File: src/rtl/br_pkg.sv
// Shared branch-queue types: predictor sizing constants, slot state and slot payload.
package br_pkg;

    localparam int BR_IDX  = 4;
    localparam int BR_SZ   = 8;
    localparam int BR_PC_W = 64;

    typedef enum logic [1:0] {
        BR_FREE,
        BR_PENDING,
        BR_RESOLVED
    } br_state_e;

    typedef struct packed {
        logic [BR_PC_W-1:0] pc;
        logic [BR_IDX-1:0]  idx;
        logic               pred_taken;
        logic [BR_PC_W-1:0] pred_target;
        logic               act_taken;
        logic [BR_PC_W-1:0] act_target;
    } br_entry_t;

endpackage

File: src/rtl/br_resolve_queue_if.sv
// Fetch/execute/predictor-facing bundle of the branch resolve queue.
interface br_resolve_queue_if
    import br_pkg::*;
#(
    parameter int IDX_W = BR_IDX,
    parameter int DEPTH = BR_SZ,
    parameter int PC_W  = BR_PC_W
);
    localparam int TAG_W = $clog2(DEPTH);

    logic             alloc_valid;
    logic [PC_W-1:0]  alloc_pc;
    logic [IDX_W-1:0] alloc_idx;
    logic             alloc_pred_taken;
    logic [PC_W-1:0]  alloc_pred_target;
    logic             alloc_ready;
    logic [TAG_W-1:0] alloc_tag;
    logic             resolve_valid;
    logic [TAG_W-1:0] resolve_tag;
    logic             resolve_taken;
    logic [PC_W-1:0]  resolve_target;
    logic             upd_valid;
    logic [IDX_W-1:0] upd_idx;
    logic             upd_taken;
    logic             flush_valid;
    logic [PC_W-1:0]  flush_target;
    logic [TAG_W:0]   count;
    logic [31:0]      stat_retired;
    logic [31:0]      stat_mispred;

    modport master (
        output alloc_valid, alloc_pc, alloc_idx, alloc_pred_taken, alloc_pred_target,
        output resolve_valid, resolve_tag, resolve_taken, resolve_target,
        input  alloc_ready, alloc_tag, upd_valid, upd_idx, upd_taken,
        input  flush_valid, flush_target, count, stat_retired, stat_mispred
    );

    modport slave (
        input  alloc_valid, alloc_pc, alloc_idx, alloc_pred_taken, alloc_pred_target,
        input  resolve_valid, resolve_tag, resolve_taken, resolve_target,
        output alloc_ready, alloc_tag, upd_valid, upd_idx, upd_taken,
        output flush_valid, flush_target, count, stat_retired, stat_mispred
    );

endinterface

File: src/rtl/br_rq_entry.sv
// One resolve-queue slot: payload storage plus FREE/PENDING/RESOLVED state.
module br_rq_entry
    import br_pkg::*;
#(
    parameter int  PC_W    = BR_PC_W,
    parameter type entry_t = br_entry_t
) (
    input  logic            clk,
    input  logic            reset,
    input  logic            alloc,
    input  entry_t          alloc_entry,
    input  logic            resolve,
    input  logic            resolve_taken,
    input  logic [PC_W-1:0] resolve_target,
    input  logic            clear,
    output br_state_e       state,
    output entry_t          entry
);

    // clear wins over everything; resolve only lands on a PENDING slot
    always_ff @(posedge clk or negedge reset) begin
        if (!reset) begin
            state <= BR_FREE;
            entry <= '0;
        end else if (clear) begin
            state <= BR_FREE;
        end else begin
            case (state)
                BR_FREE: begin
                    if (alloc) begin
                        state <= BR_PENDING;
                        entry <= alloc_entry;
                    end
                end
                BR_PENDING: begin
                    if (resolve) begin
                        state            <= BR_RESOLVED;
                        entry.act_taken  <= resolve_taken;
                        entry.act_target <= resolve_target;
                    end
                end
                default: ;
            endcase
        end
    end

endmodule

File: src/rtl/br_resolve_queue.sv
// In-order branch resolve queue: out-of-order resolve, in-order retire/train, flush on mispredict.
// Optional BR_RESOLVE_STATS_EN builds saturating retire/mispredict counters.
module br_resolve_queue
    import br_pkg::*;
#(
    parameter int IDX_W = BR_IDX,
    parameter int DEPTH = BR_SZ,
    parameter int PC_W  = BR_PC_W
) (
    input  logic               clk,
    input  logic               reset,
    br_resolve_queue_if.slave  q
);

    localparam int TAG_W = $clog2(DEPTH);
    localparam logic [TAG_W:0] FULL = DEPTH[TAG_W:0];

    typedef struct packed {
        logic [PC_W-1:0]  pc;
        logic [IDX_W-1:0] idx;
        logic             pred_taken;
        logic [PC_W-1:0]  pred_target;
        logic             act_taken;
        logic [PC_W-1:0]  act_target;
    } slot_t;

    logic [TAG_W-1:0] head, tail;
    logic [TAG_W:0]   count;
    br_state_e        slot_state [DEPTH];
    slot_t            slot_data  [DEPTH];
    slot_t            new_entry, head_entry;
    logic             retire, mispred, retire_mispred, do_alloc;

    always_comb begin
        new_entry             = '0;
        new_entry.pc          = q.alloc_pc;
        new_entry.idx         = q.alloc_idx;
        new_entry.pred_taken  = q.alloc_pred_taken;
        new_entry.pred_target = q.alloc_pred_target;
    end

    assign head_entry     = slot_data[head];
    assign retire         = (slot_state[head] == BR_RESOLVED);
    assign mispred        = (head_entry.act_taken != head_entry.pred_taken) ||
                            (head_entry.act_taken && (head_entry.act_target != head_entry.pred_target));
    assign retire_mispred = retire && mispred;
    assign do_alloc       = q.alloc_valid && q.alloc_ready;

    assign q.alloc_ready  = (count != FULL) && !retire_mispred;
    assign q.alloc_tag    = tail;
    assign q.count        = count;

    for (genvar g = 0; g < DEPTH; g++) begin : g_slot
        br_rq_entry #(
            .PC_W    (PC_W),
            .entry_t (slot_t)
        ) u_entry (
            .clk            (clk),
            .reset          (reset),
            .alloc          (do_alloc && (tail == TAG_W'(g))),
            .alloc_entry    (new_entry),
            .resolve        (q.resolve_valid && (q.resolve_tag == TAG_W'(g)) && !retire_mispred),
            .resolve_taken  (q.resolve_taken),
            .resolve_target (q.resolve_target),
            .clear          (retire_mispred || (retire && (head == TAG_W'(g)))),
            .state          (slot_state[g]),
            .entry          (slot_data[g])
        );
    end

    always_ff @(posedge clk or negedge reset) begin
        if (!reset) begin
            head           <= '0;
            tail           <= '0;
            count          <= '0;
            q.upd_valid    <= 1'b0;
            q.upd_idx      <= '0;
            q.upd_taken    <= 1'b0;
            q.flush_valid  <= 1'b0;
            q.flush_target <= '0;
        end else begin
            q.upd_valid   <= retire;
            q.flush_valid <= retire_mispred;
            if (retire) begin
                q.upd_idx      <= head_entry.idx;
                q.upd_taken    <= head_entry.act_taken;
                q.flush_target <= head_entry.act_taken ? head_entry.act_target
                                                       : head_entry.pc + PC_W'(4);
            end
            if (retire_mispred) begin
                head  <= '0;
                tail  <= '0;
                count <= '0;
            end else begin
                if (do_alloc) tail <= tail + 1'b1;
                if (retire)   head <= head + 1'b1;
                if (do_alloc && !retire)      count <= count + 1'b1;
                else if (!do_alloc && retire) count <= count - 1'b1;
            end
        end
    end

`ifdef BR_RESOLVE_STATS_EN
    logic [31:0] n_retired, n_mispred;

    always_ff @(posedge clk or negedge reset) begin
        if (!reset) begin
            n_retired <= '0;
            n_mispred <= '0;
        end else begin
            if (retire && (n_retired != '1))         n_retired <= n_retired + 1'b1;
            if (retire_mispred && (n_mispred != '1)) n_mispred <= n_mispred + 1'b1;
        end
    end

    assign q.stat_retired = n_retired;
    assign q.stat_mispred = n_mispred;
`else
    assign q.stat_retired = '0;
    assign q.stat_mispred = '0;
`endif

endmodule

File: src/flat_wrapper.sv
// flat-port wrapper written by rule: the top's interface ports become plain ports
module br_resolve_queue_flat import br_pkg::*;
#(
    parameter int IDX_W = BR_IDX,
    parameter int DEPTH = BR_SZ,
    parameter int PC_W  = BR_PC_W
)
  (clk, reset, q_alloc_valid, q_alloc_pc, q_alloc_idx, q_alloc_pred_taken, q_alloc_pred_target, q_resolve_valid, q_resolve_tag, q_resolve_taken, q_resolve_target, q_alloc_ready, q_alloc_tag, q_upd_valid, q_upd_idx, q_upd_taken, q_flush_valid, q_flush_target, q_count, q_stat_retired, q_stat_mispred);
  br_resolve_queue_if #(.IDX_W(IDX_W), .DEPTH(DEPTH), .PC_W(PC_W)) q_i ();
  input  logic clk;
  input  logic reset;
  input wire logic [$bits(q_i.alloc_valid)-1:0] q_alloc_valid;
  input wire logic [$bits(q_i.alloc_pc)-1:0] q_alloc_pc;
  input wire logic [$bits(q_i.alloc_idx)-1:0] q_alloc_idx;
  input wire logic [$bits(q_i.alloc_pred_taken)-1:0] q_alloc_pred_taken;
  input wire logic [$bits(q_i.alloc_pred_target)-1:0] q_alloc_pred_target;
  input wire logic [$bits(q_i.resolve_valid)-1:0] q_resolve_valid;
  input wire logic [$bits(q_i.resolve_tag)-1:0] q_resolve_tag;
  input wire logic [$bits(q_i.resolve_taken)-1:0] q_resolve_taken;
  input wire logic [$bits(q_i.resolve_target)-1:0] q_resolve_target;
  output wire logic [$bits(q_i.alloc_ready)-1:0] q_alloc_ready;
  output wire logic [$bits(q_i.alloc_tag)-1:0] q_alloc_tag;
  output wire logic [$bits(q_i.upd_valid)-1:0] q_upd_valid;
  output wire logic [$bits(q_i.upd_idx)-1:0] q_upd_idx;
  output wire logic [$bits(q_i.upd_taken)-1:0] q_upd_taken;
  output wire logic [$bits(q_i.flush_valid)-1:0] q_flush_valid;
  output wire logic [$bits(q_i.flush_target)-1:0] q_flush_target;
  output wire logic [$bits(q_i.count)-1:0] q_count;
  output wire logic [$bits(q_i.stat_retired)-1:0] q_stat_retired;
  output wire logic [$bits(q_i.stat_mispred)-1:0] q_stat_mispred;
  assign q_i.alloc_valid = q_alloc_valid;
  assign q_i.alloc_pc = q_alloc_pc;
  assign q_i.alloc_idx = q_alloc_idx;
  assign q_i.alloc_pred_taken = q_alloc_pred_taken;
  assign q_i.alloc_pred_target = q_alloc_pred_target;
  assign q_i.resolve_valid = q_resolve_valid;
  assign q_i.resolve_tag = q_resolve_tag;
  assign q_i.resolve_taken = q_resolve_taken;
  assign q_i.resolve_target = q_resolve_target;
  assign q_alloc_ready = q_i.alloc_ready;
  assign q_alloc_tag = q_i.alloc_tag;
  assign q_upd_valid = q_i.upd_valid;
  assign q_upd_idx = q_i.upd_idx;
  assign q_upd_taken = q_i.upd_taken;
  assign q_flush_valid = q_i.flush_valid;
  assign q_flush_target = q_i.flush_target;
  assign q_count = q_i.count;
  assign q_stat_retired = q_i.stat_retired;
  assign q_stat_mispred = q_i.stat_mispred;
  br_resolve_queue #(.IDX_W(IDX_W), .DEPTH(DEPTH), .PC_W(PC_W)) u_core (.clk(clk), .reset(reset), .q(q_i));
endmodule
File: config.mk
export PLATFORM = sky130hd
export DESIGN_NAME = br_resolve_queue_flat
export DESIGN_NICKNAME = d
export VERILOG_FILES = /design/src/rtl/br_pkg.sv /design/src/rtl/br_resolve_queue_if.sv /design/src/rtl/br_rq_entry.sv /design/src/rtl/br_resolve_queue.sv /design/src/flat_wrapper.sv
export SDC_FILE = /design/constraint.sdc
export NUM_CORES = 2
export LEC_CHECK = 0
export ABC_AREA = 1
export BUFFER_PORTS_ARGS = -buffer_cell sky130_fd_sc_hd__clkbuf_2
export CORE_AREA = 2 2 606 608
export DETAILED_ROUTE_END_ITERATION = 7
export DIE_AREA = 0 0 608 610
export GPL_ROUTABILITY_DRIVEN = 1
export PLACE_DENSITY = 0.46
export SETUP_SLACK_MARGIN = 0.3
export SLEW_MARGIN = 20
export SYNTH_ARGS = -nofsm -noshare
export SYNTH_HDL_FRONTEND = slang
export SYNTH_SLANG_ARGS = --single-unit
File: constraint.sdc
create_clock -name clk -period 11.6 [get_ports clk]
set_clock_uncertainty 0.15 [all_clocks]
set_input_delay 2.32 -clock clk [delete_from_list [all_inputs] [get_ports clk]]
set_output_delay 2.32 -clock clk [all_outputs]
set_load 0.005 [all_outputs]
==> results.py <==
metrics = {
    "clock_network": {
        "insertion_delay_of_the_later_clocked_pin_in_the_worst_skew_pair_ns": 0.95,
        "tritoncts": "built",
        "cts_inserted_buffers": 202,
        "post_cts_resized": 0,
        "h_tree_level_count": 4,
        "cts_root_buf": "sky130_fd_sc_hd__clkbuf_16",
        "post_cts_setup_driven_buffer_insertion_count": 0,
        "cts_max_path_buffers": 4,
        "clkTransAtPathRegs_ns": 0.06,
        "cts_sinks": 1681,
        "cts_hold_repair.buffers": 0,
    },
    "power_and_ir_drop": {
        "p_per_area_mw_per_mm2": 334,
        "vdd_ir_drop_max_mv": 0.350,
        "leakage_nw": 53.7,
    },
    "synth": {
        "synthesis.instances": 13140,
        "synth_enable_flop_cells": 0,
        "syn-cell-area_sq_mm": 0.0908,
        "seq_area_frac_synth": 0.463,
        "fraction_of_registers_with_async_set_reset": 1.00,
        "yosys_warnings": 0,
        "postSynthRegisterBits": 1681,
        "post_synth_num_cell_types": 46,
        "most_common_flop_cell_mapped_by_yosys": "sky130_fd_sc_hd__dfrtp_1",
        "syn_avg_cell_area_sq_um": 6.91,
    },
    "route": {
        "totalWireLength_um": 442000,
        "detail_route.iter0.violations": 9891,
        "detailroute.via_count": 88568,
        "routed_wire_length_per_instance_um": 24.9,
        "drt-pass1-iter-count": 6,
        "post_drt_via_cell_ratio": 5.00,
        "ant_nets": 0,
        "drc": 0,
    },
    "outcome": {
        "outcome": "finished clean",
    },
    "sta": {
        "slew_headroom": 0.0949,
        "totalNegativeSetupSlack_ns": 0,
        "setup_viol_count_final": 0,
        "final-hold-violation-count": 0,
        "final_max_slew_viol_count": 0,
        "final_worst_path_period_need_ns": 9.59,
        "worst_slew_pin_slew_ns": 1.36,
        "fmax_mhz": 104,
        "rsz0062_at_grt": "no",
        "fin_crit_sh": 0.827,
        "hold_slack_ns": 0.313,
    },
    "layout": {
        "post_route_cells_drive_above_1_share": 0.0650,
        "area.growth.synth_to_final_pct": 12.5,
        "final_cells": 17731,
        "layout_common_cells": "5071 x sky130_fd_sc_hd__nand2_1, 2060 x sky130_fd_sc_hd__nand3_1, 1678 x sky130_fd_sc_hd__dfrtp_1",
        "filler_cell_count": 40519,
        "final_core_util": 0.280,
        "most_common_library_cell_in_the_layout_ignoring_fill_and_taps": "sky130_fd_sc_hd__nand2_1",
        "final_net_count": 12939,
    },
    "setup_path": {
        "cp.required_ns": 9.13,
        "critical_path_arrival_ns": 7.12,
        "critical_path.startpoint_type": "flop",
        "timing_worst_setup_path_type": "flop to output port",
        "setup.worst_path.end_class": "output port",
        "critical_path.max_fanout": 118,
    },
    "global_routing": {
        "vias_in_the_first_global_route": 83505,
        "overflow": 0,
        "grt_antenna_before_repair": 113,
        "grt_max_degree": 158,
        "grt_pass1_wl_um": 632000,
        "globalRouteTotalUtil": 0.231,
    },
    "placement": {
        "placement.io_buffers": 283,
        "post-place-cells": 17329,
        "place.detailed.hpwl_um": 250000,
        "gpl.final_weighted_congestion": 0.866,
    },
    "die": {
        "initial_utilization": 0.249,
        "num_rows": 222,
        "die_area_sq_mm": 0.371,
        "die-height_um": 610,
        "boundaryPins": 348,
        "die_x_um": 608,
        "coreArea_sq_mm": 0.364,
    },
    "worst_hold_path": {
        "timing.hold.worst.class": "flop to flop",
    },
    "flow_run": {
        "maxCapViolations": 0,
    },
}
[logic make-up after synthesis]
kind of cell    after synthesis  synth area share
simple gates               8687             0.391
buf+inv                    1859            0.0893
flops                      1681             0.463
compound gates              865            0.0504
xor+xnor                     27           0.00261
fa+ha+maj                    17           0.00243
mux                           3          0.000331
other cells                   1         0.0000413
[state kept, by name, indices dropped and copies added, names as in the netlist]
signal,flops
u_core.g_slot.u_entry.entry,1584
u_core.g_slot.u_entry.state,16
u_core.head,3
u_core.q.alloc_tag,3
u_core.q.count,4
u_core.q.flush_target,64
u_core.q.flush_valid,1
u_core.q.upd_idx,4
u_core.q.upd_taken,1
u_core.q.upd_valid,1
[stage by stage]
stage          total power, mW  instance area (sq um)  setup WS [ns]
2_1_floorplan             19.4                  91000           6.90
3_3_place_gp              26.9                  95100           3.17
3_5_place_dp              27.0                  95100           3.09
4_1_cts                   33.8                 102000           2.16
5_1_grt                   36.0                 102000           1.77
6_report                  34.1                 102000           2.01
[worst max-delay path: stages (launching register included)]
cell and delay [ns]:
sky130_fd_sc_hd__dfrtp_4 1.04, sky130_fd_sc_hd__buf_4 0.76, sky130_fd_sc_hd__buf_12 0.49, sky130_fd_sc_hd__nand2_1 0.11, sky130_fd_sc_hd__nand3_1 0.11, sky130_fd_sc_hd__nand2_1 0.12, sky130_fd_sc_hd__nand2_1 0.07, sky130_fd_sc_hd__nand2_1 0.27
sky130_fd_sc_hd__nand2_1 0.14, sky130_fd_sc_hd__nand2_1 0.09, sky130_fd_sc_hd__nor2_1 0.17, sky130_fd_sc_hd__nand2_1 0.10, sky130_fd_sc_hd__nor2_1 0.16, sky130_fd_sc_hd__nand2_1 0.07, sky130_fd_sc_hd__nor2_1 0.51, sky130_fd_sc_hd__nand3_1 0.40
sky130_fd_sc_hd__nand2_2 0.54, sky130_fd_sc_hd__inv_2 0.33, sky130_fd_sc_hd__nor2_1 0.26, sky130_fd_sc_hd__clkbuf_2 0.15
[report_power, final]
group          total (mW)  switching, mW  internal, mW
Combinational        17.6           13.6          4.02
Clock                6.79           2.86          3.94
Sequential           9.68           1.40          8.28
[per-layer routing]
| metal | vias to the layer above | part of all wire | track usage |
|---|---|---|---|
| met2 | 3570 | 0.45 | 0.363 |
| li1 | 40370 | - | - |
| met5 | - | 0.00086 | 0 |
| met1 | 43752 | 0.43 | 0.308 |
| met3 | 812 | 0.080 | 0.0475 |
| met4 | 64 | 0.045 | 0.0988 |
[cell type report]
class / count / area, sq um / share of cell area
flip-flops and latches: 1681 / 42100 / 0.412
multi-input cells: 9663 / 41200 / 0.403
clock buffers: 308 / 6060 / 0.0593
well taps: 4816 / 6030 / 0.0590
repair buffers: 426 / 2960 / 0.0289
inverters: 743 / 2880 / 0.0282
clock inverters: 63 / 851 / 0.00833
diodes: 31 / 77.6 / 0.000760
[final timing paths]
path / startpoint / to / slack, ns / cells after the start
min in group asynchronous: reset / u_core.g_slot[4].u_entry.entry[43] / 1.21 / 1
hold / removal: u_core.g_slot[6].u_entry.entry[189] / u_core.g_slot[6].u_entry.entry[189] / 0.31 / 2
setup reg to reg: u_core.head[0] / u_core.g_slot[3].u_entry.entry[90] / 3.00 / 22
hold reg to reg: u_core.g_slot[6].u_entry.entry[189] / u_core.g_slot[6].u_entry.entry[189] / 0.31 / 2
setup / recovery: u_core.head[0] / q_alloc_ready / 2.01 / 19
max in group asynchronous: reset / u_core.g_slot[2].u_entry.entry[159] / 7.84 / 3
[Yosys cell counts (all sizes together), types with 2 or more instances]
master / count / area, sq um
nand2: 5101 / 19200
nand3: 2060 / 10300
dfrtp: 1681 / 42100
nor2: 1414 / 5320
inv: 738 / 2770
o21ai: 650 / 3250
buf: 610 / 3270
clkbuf: 506 / 2050
o22ai: 100 / 626
a21oi: 72 / 360
nand4: 52 / 369
o211ai: 24 / 180
nor3: 23 / 115
ha: 16 / 200
nor4: 16 / 100
xor2: 16 / 140
xnor2: 11 / 96.3
nand3b: 10 / 75.1
or2: 6 / 37.5
a31oi: 5 / 31.3
clkinv: 5 / 18.8
mux2i: 3 / 30.0
o221ai: 3 / 26.3
o311ai: 3 / 26.3
a221o: 2 / 20.0
a22oi: 2 / 25.0
and2: 2 / 12.5
nor3b: 2 / 15.0
(Power assumes the default switching activity.)
